===== src/rtl/perceptron_pkg.sv =====
// Shared definitions for the perceptron arbiter: bus width defaults, tag depth, requester ID.
// Latency: n/a (types and constants only).
// Backpressure: n/a.
`timescale 1ns/1ps
package perceptron_pkg;

   localparam int P_DW        = 8;
   localparam int P_OW        = 8;
   localparam int P_TAG_DEPTH = 4;

   // Grant counters saturate here instead of wrapping.
   localparam logic [15:0] P_CNT_MAX = 16'hFFFF;

   // Identifies which requester owns an in-flight transaction.
   typedef enum logic {
      REQ_ID0 = 1'b0,
      REQ_ID1 = 1'b1
   } req_id_t;

endpackage


===== src/rtl/perceptron_tag_fifo.sv =====
// Tag FIFO: remembers the requester ID of every transaction issued to the perceptron, in order.
// Latency: a push is visible at the head on the following cycle; head is read combinationally.
// Backpressure: caller must not push when full or pop when empty; full/empty are exported for that.
`timescale 1ns/1ps
module perceptron_tag_fifo
   import perceptron_pkg::*;
#(
   parameter int DEPTH = P_TAG_DEPTH
) (
   input  logic    clk,
   input  logic    reset,
   input  logic    i_push,
   input  req_id_t i_push_id,
   input  logic    i_pop,
   output logic    o_full,
   output logic    o_empty,
   output req_id_t o_head
);

   localparam int AW = $clog2(DEPTH);
   localparam logic [AW:0] L_FULL_CNT = (AW+1)'(DEPTH);

   // DEPTH is a power of two, so the pointers wrap naturally at DEPTH.
   logic [AW-1:0] r_wptr;
   logic [AW-1:0] r_rptr;
   logic [AW:0]   r_cnt;
   req_id_t       r_mem [DEPTH];

   // Pointer, occupancy and storage update; a push and pop together leave r_cnt unchanged.
   always_ff @(posedge clk or negedge reset) begin
      if (!reset) begin
         r_wptr <= '0;
         r_rptr <= '0;
         r_cnt  <= '0;
         for (int i = 0; i < DEPTH; i++) begin
            r_mem[i] <= REQ_ID0;
         end
      end else begin
         if (i_push) begin
            r_mem[r_wptr] <= i_push_id;
            r_wptr        <= r_wptr + 1'b1;
         end
         if (i_pop) begin
            r_rptr <= r_rptr + 1'b1;
         end
         case ({i_push, i_pop})
            2'b10:   r_cnt <= r_cnt + 1'b1;
            2'b01:   r_cnt <= r_cnt - 1'b1;
            default: r_cnt <= r_cnt;
         endcase
      end
   end

   assign o_full  = (r_cnt == L_FULL_CNT);
   assign o_empty = (r_cnt == '0);
   assign o_head  = r_mem[r_rptr];

endmodule


===== src/rtl/perceptron_arb.sv =====
// Two-requester round-robin arbiter in front of a shared perceptron, routing results back by tag.
// Latency: 0 cycles issue (combinational grant/data), 0 cycles result routing; optional grant stats via PERCEPTRON_ARB_STATS_EN.
// Backpressure: issue stalls on p_rdy_i low or tag FIFO full; results stall until the owning resp channel is ready.
`timescale 1ns/1ps
module perceptron_arb
   import perceptron_pkg::*;
#(
   parameter int DW        = P_DW,
   parameter int OW        = P_OW,
   parameter int TAG_DEPTH = P_TAG_DEPTH
) (
   input  logic          clk,
   input  logic          reset,
   input  logic          req0_val_i,
   input  logic [DW-1:0] req0_data_i,
   output logic          req0_rdy_o,
   input  logic          req1_val_i,
   input  logic [DW-1:0] req1_data_i,
   output logic          req1_rdy_o,
   output logic          p_val_o,
   output logic [DW-1:0] p_data_o,
   input  logic          p_rdy_i,
   input  logic          p_val_i,
   input  logic [OW-1:0] p_data_i,
   output logic          p_rdy_o,
   output logic          resp0_val_o,
   output logic [OW-1:0] resp0_data_o,
   input  logic          resp0_rdy_i,
   output logic          resp1_val_o,
   output logic [OW-1:0] resp1_data_o,
   input  logic          resp1_rdy_i,
   output logic          err_o,
   output logic [15:0]   gnt_cnt0_o,
   output logic [15:0]   gnt_cnt1_o
);

   logic    w_full;
   logic    w_empty;
   req_id_t w_head;
   logic    w_gnt0;
   logic    w_gnt1;
   req_id_t w_gnt_id;
   logic    w_issue;
   logic    w_head_rdy;
   logic    w_result;

   req_id_t r_last_gnt;
   logic    r_err;

   // Round-robin: a lone requester always wins; on contention the one not granted last wins.
   always_comb begin
      w_gnt0 = 1'b0;
      w_gnt1 = 1'b0;
      if (req0_val_i && req1_val_i) begin
         w_gnt0 = (r_last_gnt == REQ_ID1);
         w_gnt1 = (r_last_gnt == REQ_ID0);
      end else begin
         w_gnt0 = req0_val_i;
         w_gnt1 = req1_val_i;
      end
   end

   assign w_gnt_id = w_gnt1 ? REQ_ID1 : REQ_ID0;

   // Issue channel; reset gating keeps every handshake output low while reset is held.
   assign p_val_o    = reset & (req0_val_i | req1_val_i) & ~w_full;
   assign p_data_o   = w_gnt1 ? req1_data_i : req0_data_i;
   assign req0_rdy_o = reset & w_gnt0 & p_rdy_i & ~w_full;
   assign req1_rdy_o = reset & w_gnt1 & p_rdy_i & ~w_full;
   assign w_issue    = p_val_o & p_rdy_i;

   // Result channel is steered by the oldest outstanding tag; nothing is accepted with no tag.
   assign w_head_rdy   = (w_head == REQ_ID1) ? resp1_rdy_i : resp0_rdy_i;
   assign p_rdy_o      = reset & ~w_empty & w_head_rdy;
   assign resp0_val_o  = reset & ~w_empty & p_val_i & (w_head == REQ_ID0);
   assign resp1_val_o  = reset & ~w_empty & p_val_i & (w_head == REQ_ID1);
   assign resp0_data_o = p_data_i;
   assign resp1_data_o = p_data_i;
   assign w_result     = p_val_i & p_rdy_o;

   perceptron_tag_fifo #(
      .DEPTH (TAG_DEPTH)
   ) u_tag_fifo (
      .clk       (clk),
      .reset     (reset),
      .i_push    (w_issue),
      .i_push_id (w_gnt_id),
      .i_pop     (w_result),
      .o_full    (w_full),
      .o_empty   (w_empty),
      .o_head    (w_head)
   );

   // Last grant moves only on a completed issue, so a stalled grant stays put; req0 wins first contention.
   always_ff @(posedge clk or negedge reset) begin
      if (!reset) begin
         r_last_gnt <= REQ_ID1;
      end else if (w_issue) begin
         r_last_gnt <= w_gnt_id;
      end
   end

   // A result offered with no outstanding tag is a protocol error; latch it until reset.
   always_ff @(posedge clk or negedge reset) begin
      if (!reset) begin
         r_err <= 1'b0;
      end else if (p_val_i && w_empty) begin
         r_err <= 1'b1;
      end
   end

   assign err_o = r_err;

`ifdef PERCEPTRON_ARB_STATS_EN
   logic [15:0] r_gnt_cnt0;
   logic [15:0] r_gnt_cnt1;

   // Per-requester issue counters, saturating rather than wrapping.
   always_ff @(posedge clk or negedge reset) begin
      if (!reset) begin
         r_gnt_cnt0 <= '0;
         r_gnt_cnt1 <= '0;
      end else if (w_issue) begin
         if (w_gnt0 && (r_gnt_cnt0 != P_CNT_MAX)) begin
            r_gnt_cnt0 <= r_gnt_cnt0 + 16'd1;
         end
         if (w_gnt1 && (r_gnt_cnt1 != P_CNT_MAX)) begin
            r_gnt_cnt1 <= r_gnt_cnt1 + 16'd1;
         end
      end
   end

   assign gnt_cnt0_o = r_gnt_cnt0;
   assign gnt_cnt1_o = r_gnt_cnt1;
`else
   assign gnt_cnt0_o = 16'd0;
   assign gnt_cnt1_o = 16'd0;
`endif

endmodule


===== config.mk =====
export PLATFORM = sky130hd
export DESIGN_NAME = perceptron_arb
export DESIGN_NICKNAME = d
export VERILOG_FILES = /design/src/rtl/perceptron_pkg.sv /design/src/rtl/perceptron_tag_fifo.sv /design/src/rtl/perceptron_arb.sv
export SDC_FILE = /design/constraint.sdc
export NUM_CORES = 1
export LEC_CHECK = 0
export CAP_MARGIN = 10
export CORE_ASPECT_RATIO = 0.7
export CORE_MARGIN = 1.5
export CORE_UTILIZATION = 35
export CTS_BUF_LIST = sky130_fd_sc_hd__clkbuf_16
export DETAILED_ROUTE_END_ITERATION = 10
export GPL_ROUTABILITY_DRIVEN = 0
export PLACE_DENSITY = 0.86
export SLEW_MARGIN = 10
export SYNTH_ARGS = -nofsm -noshare
export SYNTH_HDL_FRONTEND = slang
export SYNTH_HIERARCHICAL = 1
export SYNTH_SLANG_ARGS = --single-unit

===== constraint.sdc =====
create_clock -name clk -period 5.1 [get_ports clk]
set_input_delay 0.51 -clock clk [delete_from_list [all_inputs] [get_ports clk]]
set_output_delay 0.51 -clock clk [all_outputs]
set_load 0.05 [all_outputs]

==> results of run 1 <==
==> layer usage <==
| layer | wire length, um | vias to the layer above |
|---|---|---|
| met4 | 40 | 0 |
| met2 | 879 | 51 |
| met5 | 0 | - |
| li1 | - | 367 |
| met1 | 818 | 341 |
| met3 | 281 | 4 |
==> flip-flops by register name (all words and copies together), names as in the netlist <==
register	flops
u_tag_fifo/r_mem	4
r_last_gnt	1
u_tag_fifo/r_wptr	2
u_tag_fifo/r_rptr	2
u_tag_fifo/r_cnt	3
err_o	1
==> report_power, final <==
group	switching, mW	total [mW]	internal (mW)
registers	0.0440	0.203	0.159
clock network	0.0408	0.144	0.103
logic	0.229	0.380	0.151
==> final timing paths <==
check	from	endpoint	slack [ps]	depth (start not counted)
min in group asynchronous	reset	u_tag_fifo/r_cnt[0]	710	1
max	reset	req0_rdy_o	1810	4
max reg2reg	u_tag_fifo/r_rptr[0]	u_tag_fifo/r_cnt[2]	2570	9
min reg2reg	err_o	err_o	470	1
min	err_o	err_o	470	1
max in group asynchronous	reset	u_tag_fifo/r_mem[3]	3930	1
==> synth_stat cells (all sizes together) <==
cell type / n
nand2: 7
nand3b: 2
fa: 1
nor3b: 3
a21boi: 1
mux2i: 2
ha: 5
dfrtp: 12
nor2: 6
buf: 50
and3: 1
o21ai: 1
dfstp: 1
o22a: 1
mux2: 12
xnor2: 2
conb: 1
xor2: 4
nor2b: 1
a21o: 1
inv: 7
mux4: 1
nor3: 1
and4b: 2
==> cells in the final DEF, fill, tap and decap left out <==
cell             Yosys  layout
a21boi_2             1       1
a21o_1               1       1
and3_1               1       1
and4b_1              1       1
and4b_2              1       1
clkbuf_16            0       3
clkdlybuf4s50_1      0      38
conb_1               1      32
dfrtp_1             12      12
dfstp_2              1       1
fa_1                 1       1
ha_1                 5       5
inv_1                7       8
mux2_2               4       4
mux2_4               8       8
mux2i_1              2       2
mux4_2               1       1
nand2_1              7       7
nand3b_1             2       2
nor2_1               6       6
nor2b_1              1       1
nor3_1               1       1
nor3b_1              3       3
o21ai_0              1       1
o22a_1               1       1
xnor2_1              2       2
xor2_1               4       4
==> worst max-delay path: cells and delay by family <==
family	cells	cell delay, ps
and+or+nand+nor	2	480
buffers and inverters	2	1770
==> stage by stage <==
| step | setup WS, ps | util |
|---|---|---|
| after global routing | 1590 | 0.4583 |
| after global placement | 1815 | 0.4341 |
| after floorplan | 2370 | - |
| final | 1814 | 0.4583 |
| after detailed placement | 1777 | 0.4341 |
| after CTS | 1767 | 0.4583 |
==> cell families (layout without fill, tap and decap cells) <==
kind of cell / Yosys count / in the layout / share of synthesized area
AO/OA/AOI/OAI: 4 / 4 / 0.02631
multiplexers: 15 / 15 / 0.1680
XOR/XNOR: 6 / 6 / 0.04251
other: 1 / 32 / 0.003034
AND/OR/NAND/NOR: 23 / 23 / 0.1012
buffers and inverters: 57 / 49 / 0.3279
flip-flops: 13 / 13 / 0.2642
adder cells (fa/ha/maj): 6 / 6 / 0.06680
==> cell type report <==
cell class | instances | area (sq um) | area share
multi-input cells | 86 | 620.6 | 0.4161
clock buffers | 3 | 75.07 | 0.05034
repair buffers | 38 | 380.4 | 0.2550
clock inverters | 1 | 3.754 | 0.002517
well taps | 47 | 58.81 | 0.03943
flip-flops and latches | 13 | 326.6 | 0.2190
inverters | 7 | 26.28 | 0.01762
==> results.py, run 1 <==
metrics = {
    "timing": {
        "final-setup-viol-count": 0,
        "drv_slew": 0,
        "fin_crit_sh": 0.6442,
        "rsz0062_at_grt": "no",
        "whs_ps": 472.9,
        "worstMarginPinSlew_ps": 763.1,
        "max_freq_ghz": 0.3044,
        "finalSetupTns_ps": 0,
        "slew_headroom": 0.4883,
        "layout_min_cycle_time_ps": 3286,
        "hold_viol": 0,
        "fin_worst_skew_ps": 0.5144,
    },
    "power_and_ir_drop": {
        "ir_drop_uv": 209.0,
        "power.total_uw": 727.2,
        "power_density_nw_per_um2": 487.6,
        "p_leak_nw": 0.7024,
    },
    "grt": {
        "antenna_found_initial": 0,
        "gr-usage-all-layers": 0.1075,
        "use_met3": 0.06346,
        "busiest_layer": "met2",
        "grtUsageMet1": 0.1164,
        "grt_pass1_wl_um": 3125,
        "met2_usage": 0.1652,
        "first_global_vias": 720,
        "grt_max_degree": 20,
        "grt_overflow": 0,
    },
    "synth": {
        "syn_area_per_cell_sq_um": 9.889,
        "synth.top_cell.area_share": 0.2976,
        "synth_warnings": 6,
        "synth.largest_area_cell": "buf_4",
        "synth_area_leaders": "buf_4 30%, dfrtp_1 24%, mux2_4 9.7%",
        "synth.cell_area_sq_um": 1236,
        "synth-seq-cells": 13,
        "yosysUniqueCellTypes": 27,
        "synthCells": 125,
        "seq_area_frac_synth": 0.2642,
    },
    "placed_design": {
        "numPortBuffers": 38,
        "place_area_sq_um": 1413,
        "dp.cells": 191,
        "dp_hpwl_um": 1664,
    },
    "worst_setup_path": {
        "path_cells": "clkdlybuf4s50_1 -> nand3b_1 -> nor3b_1 -> clkdlybuf4s50_1",
        "cp_data_required_time_ps": 4590,
        "worstPathArrival_ps": 2780,
        "start_kind": "input port",
        "end_kind": "primary output",
        "cpMostUsedCell": "clkdlybuf4s50_1",
        "slowest_delay_ps": 940,
        "crit_slowest_cell": "clkdlybuf4s50_1",
        "path_class": "input port to primary output",
        "worst-path-max-fanout": 19,
    },
    "drt": {
        "wire_per_inst_um": 10.35,
        "drtIter0Drc": 12,
        "viasPerCell": 3.913,
        "ant_nets": 0,
        "route.detailed.drc": 0,
        "vias": 763,
        "drt_wl_total_um": 2018,
        "dr.pass1.iters": 4,
    },
    "final_layout": {
        "nNetsFinal": 187,
        "final_area_sq_um": 1491,
        "final_cells": 195,
        "fillCellCount": 314,
        "synthToLayoutAreaGrowth_pct": 20.65,
        "antennaDiodeCount": 0,
        "drive_gt1_frac": 0.1284,
    },
    "floorplanning": {
        "die_area_sq_um": 3903,
        "io_pins": 95,
        "core_area_sq_um": 3254,
        "die_x_um": 74.03,
        "start_util": 0.3799,
        "row_count": 17,
        "die_h_um": 52.72,
    },
    "clock_network": {
        "clk_pin_slew_worst_paths_ps": 40,
        "cts-root-buf": "clkbuf_16",
        "htree_num_levels": 1,
        "cts_tree": "built",
        "postCtsSetupBuffers": 0,
        "cts_resized": 0,
        "clk-insertion-delay-late_ps": 240,
        "cts_buffers": 3,
        "postCtsHoldBufs": 0,
        "clock-sinks": 13,
        "clk_path_buf_depth": 2,
    },
    "run_status": {
        "status": "complete, no violations",
    },
    "min_path": {
        "min_path_type": "flop to flop",
    },
    "flow_run": {
        "max_cap_violations": 0,
    },
}
Note: power is estimated with default switching activity, not from simulation.
==> run 2, diff against run 1 <==
- CORE_UTILIZATION: 35 -> 30
- PLACE_DENSITY: 0.86 -> 0.79
- clock period: 5.1 -> 2.9 ns (I/O delays scaled with it)
==> results.py, run 2 (synthesized netlist as in run 1, its figures left out) <==
metrics = {
    "timing": {
        "whs_ps": 464.6,
        "hold_viol": 0,
        "fin_worst_skew_ps": 1.544,
        "final-setup-viol-count": 0,
        "layout_min_cycle_time_ps": 2692,
        "rsz0062_at_grt": "no",
        "fin_crit_sh": 0.9282,
        "worstMarginPinSlew_ps": 706.2,
        "max_freq_ghz": 0.3715,
        "slew_headroom": 0.5264,
        "finalSetupTns_ps": 0,
        "drv_slew": 0,
    },
    "drt": {
        "route.detailed.drc": 0,
        "ant_nets": 0,
        "dr.pass1.iters": 2,
        "viasPerCell": 3.749,
        "vias": 761,
        "drtIter0Drc": 12,
        "drt_wl_total_um": 1981,
        "wire_per_inst_um": 9.759,
    },
    "final_layout": {
        "drive_gt1_frac": 0.2318,
        "fin_util": 0.3811,
        "largest_reg_flops": 4,
        "synthToLayoutAreaGrowth_pct": 21.66,
        "biggestRegsByFlops": "u_tag_fifo/r_mem x4, u_tag_fifo/r_cnt x3",
        "final-seq-area_sq_um": 326.6,
        "fillCellCount": 400,
        "antennaDiodeCount": 0,
        "final_common_cell": "conb_1",
        "multi_input_area_sq_um": 620.6,
        "mostFrequentLayoutCells": "32 x conb_1, 26 x clkdlybuf4s50_1, 14 x buf_4",
        "top_register": "u_tag_fifo/r_mem",
        "final_area_sq_um": 1504,
        "nNetsFinal": 190,
    },
    "floorplanning": {
        "die_h_um": 56.71,
        "io_pins": 95,
        "die_area_sq_um": 4521,
        "row_count": 19,
        "start_util": 0.3133,
        "die_x_um": 79.73,
        "core_area_sq_um": 3946,
    },
    "min_path": {
        "whs_path_depth": 1,
        "min_path_type": "flop to flop",
        "min_to": "err_o",
        "hp-start": "err_o",
    },
    "worst_setup_path": {
        "cp_data_required_time_ps": 2610,
        "reg2reg_from": "u_tag_fifo/r_rptr[0]",
        "reg2reg_slack_ps": 380,
        "start_kind": "flop",
        "end_kind": "primary output",
        "r2r_cells": 9,
        "path_cells": "mux4_2 -> mux2i_1 -> nor3b_1 -> clkdlybuf4s50_1",
        "path_class": "flop to primary output",
        "timing.rr.end": "u_tag_fifo/r_cnt[2]",
        "slowest_delay_ps": 830,
        "worst-path-max-fanout": 3,
        "crit_slowest_cell": "clkdlybuf4s50_1",
        "worstPathArrival_ps": 2400,
    },
    "grt": {
        "first_global_vias": 725,
        "grt_overflow": 0,
        "grt_pass1_wl_um": 3132,
        "antenna_found_initial": 0,
        "grt_max_degree": 13,
        "gr-usage-all-layers": 0.08929,
    },
    "clock_network": {
        "clock-sinks": 13,
        "postCtsHoldBufs": 0,
        "postCtsSetupBuffers": 0,
        "clk-insertion-delay-late_ps": 240,
        "cts_resized": 0,
        "htree_num_levels": 1,
        "clk_path_buf_depth": 2,
        "clk_pin_slew_worst_paths_ps": 40,
        "cts-root-buf": "clkbuf_16",
        "cts_tree": "built",
        "cts_buffers": 3,
    },
    "power_and_ir_drop": {
        "power_density_nw_per_um2": 850.7,
        "p_leak_nw": 0.7335,
        "ir_drop_uv": 484.7,
    },
    "run_status": {
        "status": "complete, no violations",
    },
    "placed_design": {
        "numPortBuffers": 38,
        "dp_hpwl_um": 1734,
        "place_area_sq_um": 1424,
    },
    "flow_run": {
        "max_cap_violations": 0,
    },
}
[run 2: cell types whose count changed in the layout (fill, tap and decap cells not counted), sizes merged]
cell | before | now
clkinv | 0 | 1
inv | 8 | 7
clkdlybuf4s50 | 38 | 26
buf | 0 | 15
[run 2: stage by stage]
step	instances	total power, mW	setup slack (ps)
final	203	1.279	208.3
after global routing	203	1.375	55.83
after CTS	203	1.292	219.6
after detailed placement	199	1.031	369.9
after global placement	199	1.014	493.9
after floorplan	156	0.9516	390.0
[run 2: cell type report]
type	count	area share
Inverter	7	0.01747
Multi-Input combinational cell	86	0.4126
Clock buffer	3	0.04992
Sequential cell	13	0.2171
Clock inverter	1	0.003328
Timing Repair Buffer	41	0.2562
Tap cell	52	0.04326
[run 2: routing by layer]
layer	track usage	share of wire	vias to the layer above	wire length (um)
met5	0	0	-	0
met4	0.01003	0.0010	0	2
met1	0.1127	0.45	353	885
met2	0.1441	0.45	31	890
li1	-	-	375	-
met3	0.04065	0.10	2	203
[run 2: where the power goes]
group / total, mW / internal, mW / leakage [nW] / switching (mW)
registers: 0.352 / 0.280 / 0.153 / 0.0718
clock network: 0.252 / 0.183 / 0.0409 / 0.0698
logic: 0.675 / 0.266 / 0.539 / 0.409
[run 2: how the worst max path moves through the flow]
| stage | startpoint | to | slack, ps | cells after the start |
|---|---|---|---|---|
| 6_report | u_tag_fifo/r_rptr[0] | p_rdy_o | 210 | 4 |
| 5_1_grt | u_tag_fifo/r_rptr[0] | p_rdy_o | 60 | 4 |
| 4_1_cts | u_tag_fifo/r_rptr[0] | p_rdy_o | 220 | 4 |
| 3_5_place_dp | u_tag_fifo/r_rptr[0] | u_tag_fifo/r_cnt[2] | 370 | 9 |
| 3_3_place_gp | u_tag_fifo/r_rptr[0] | u_tag_fifo/r_cnt[2] | 490 | 9 |
| 2_1_floorplan | u_tag_fifo/r_rptr[0] | p_rdy_o | 390 | 3 |
[run 2: worst max-delay path, delay by kind of cell (launching register included)]
kind	cells	cell delay, ps
flops	1	400
mux	2	720
buf+inv	1	830
simple gates	1	200
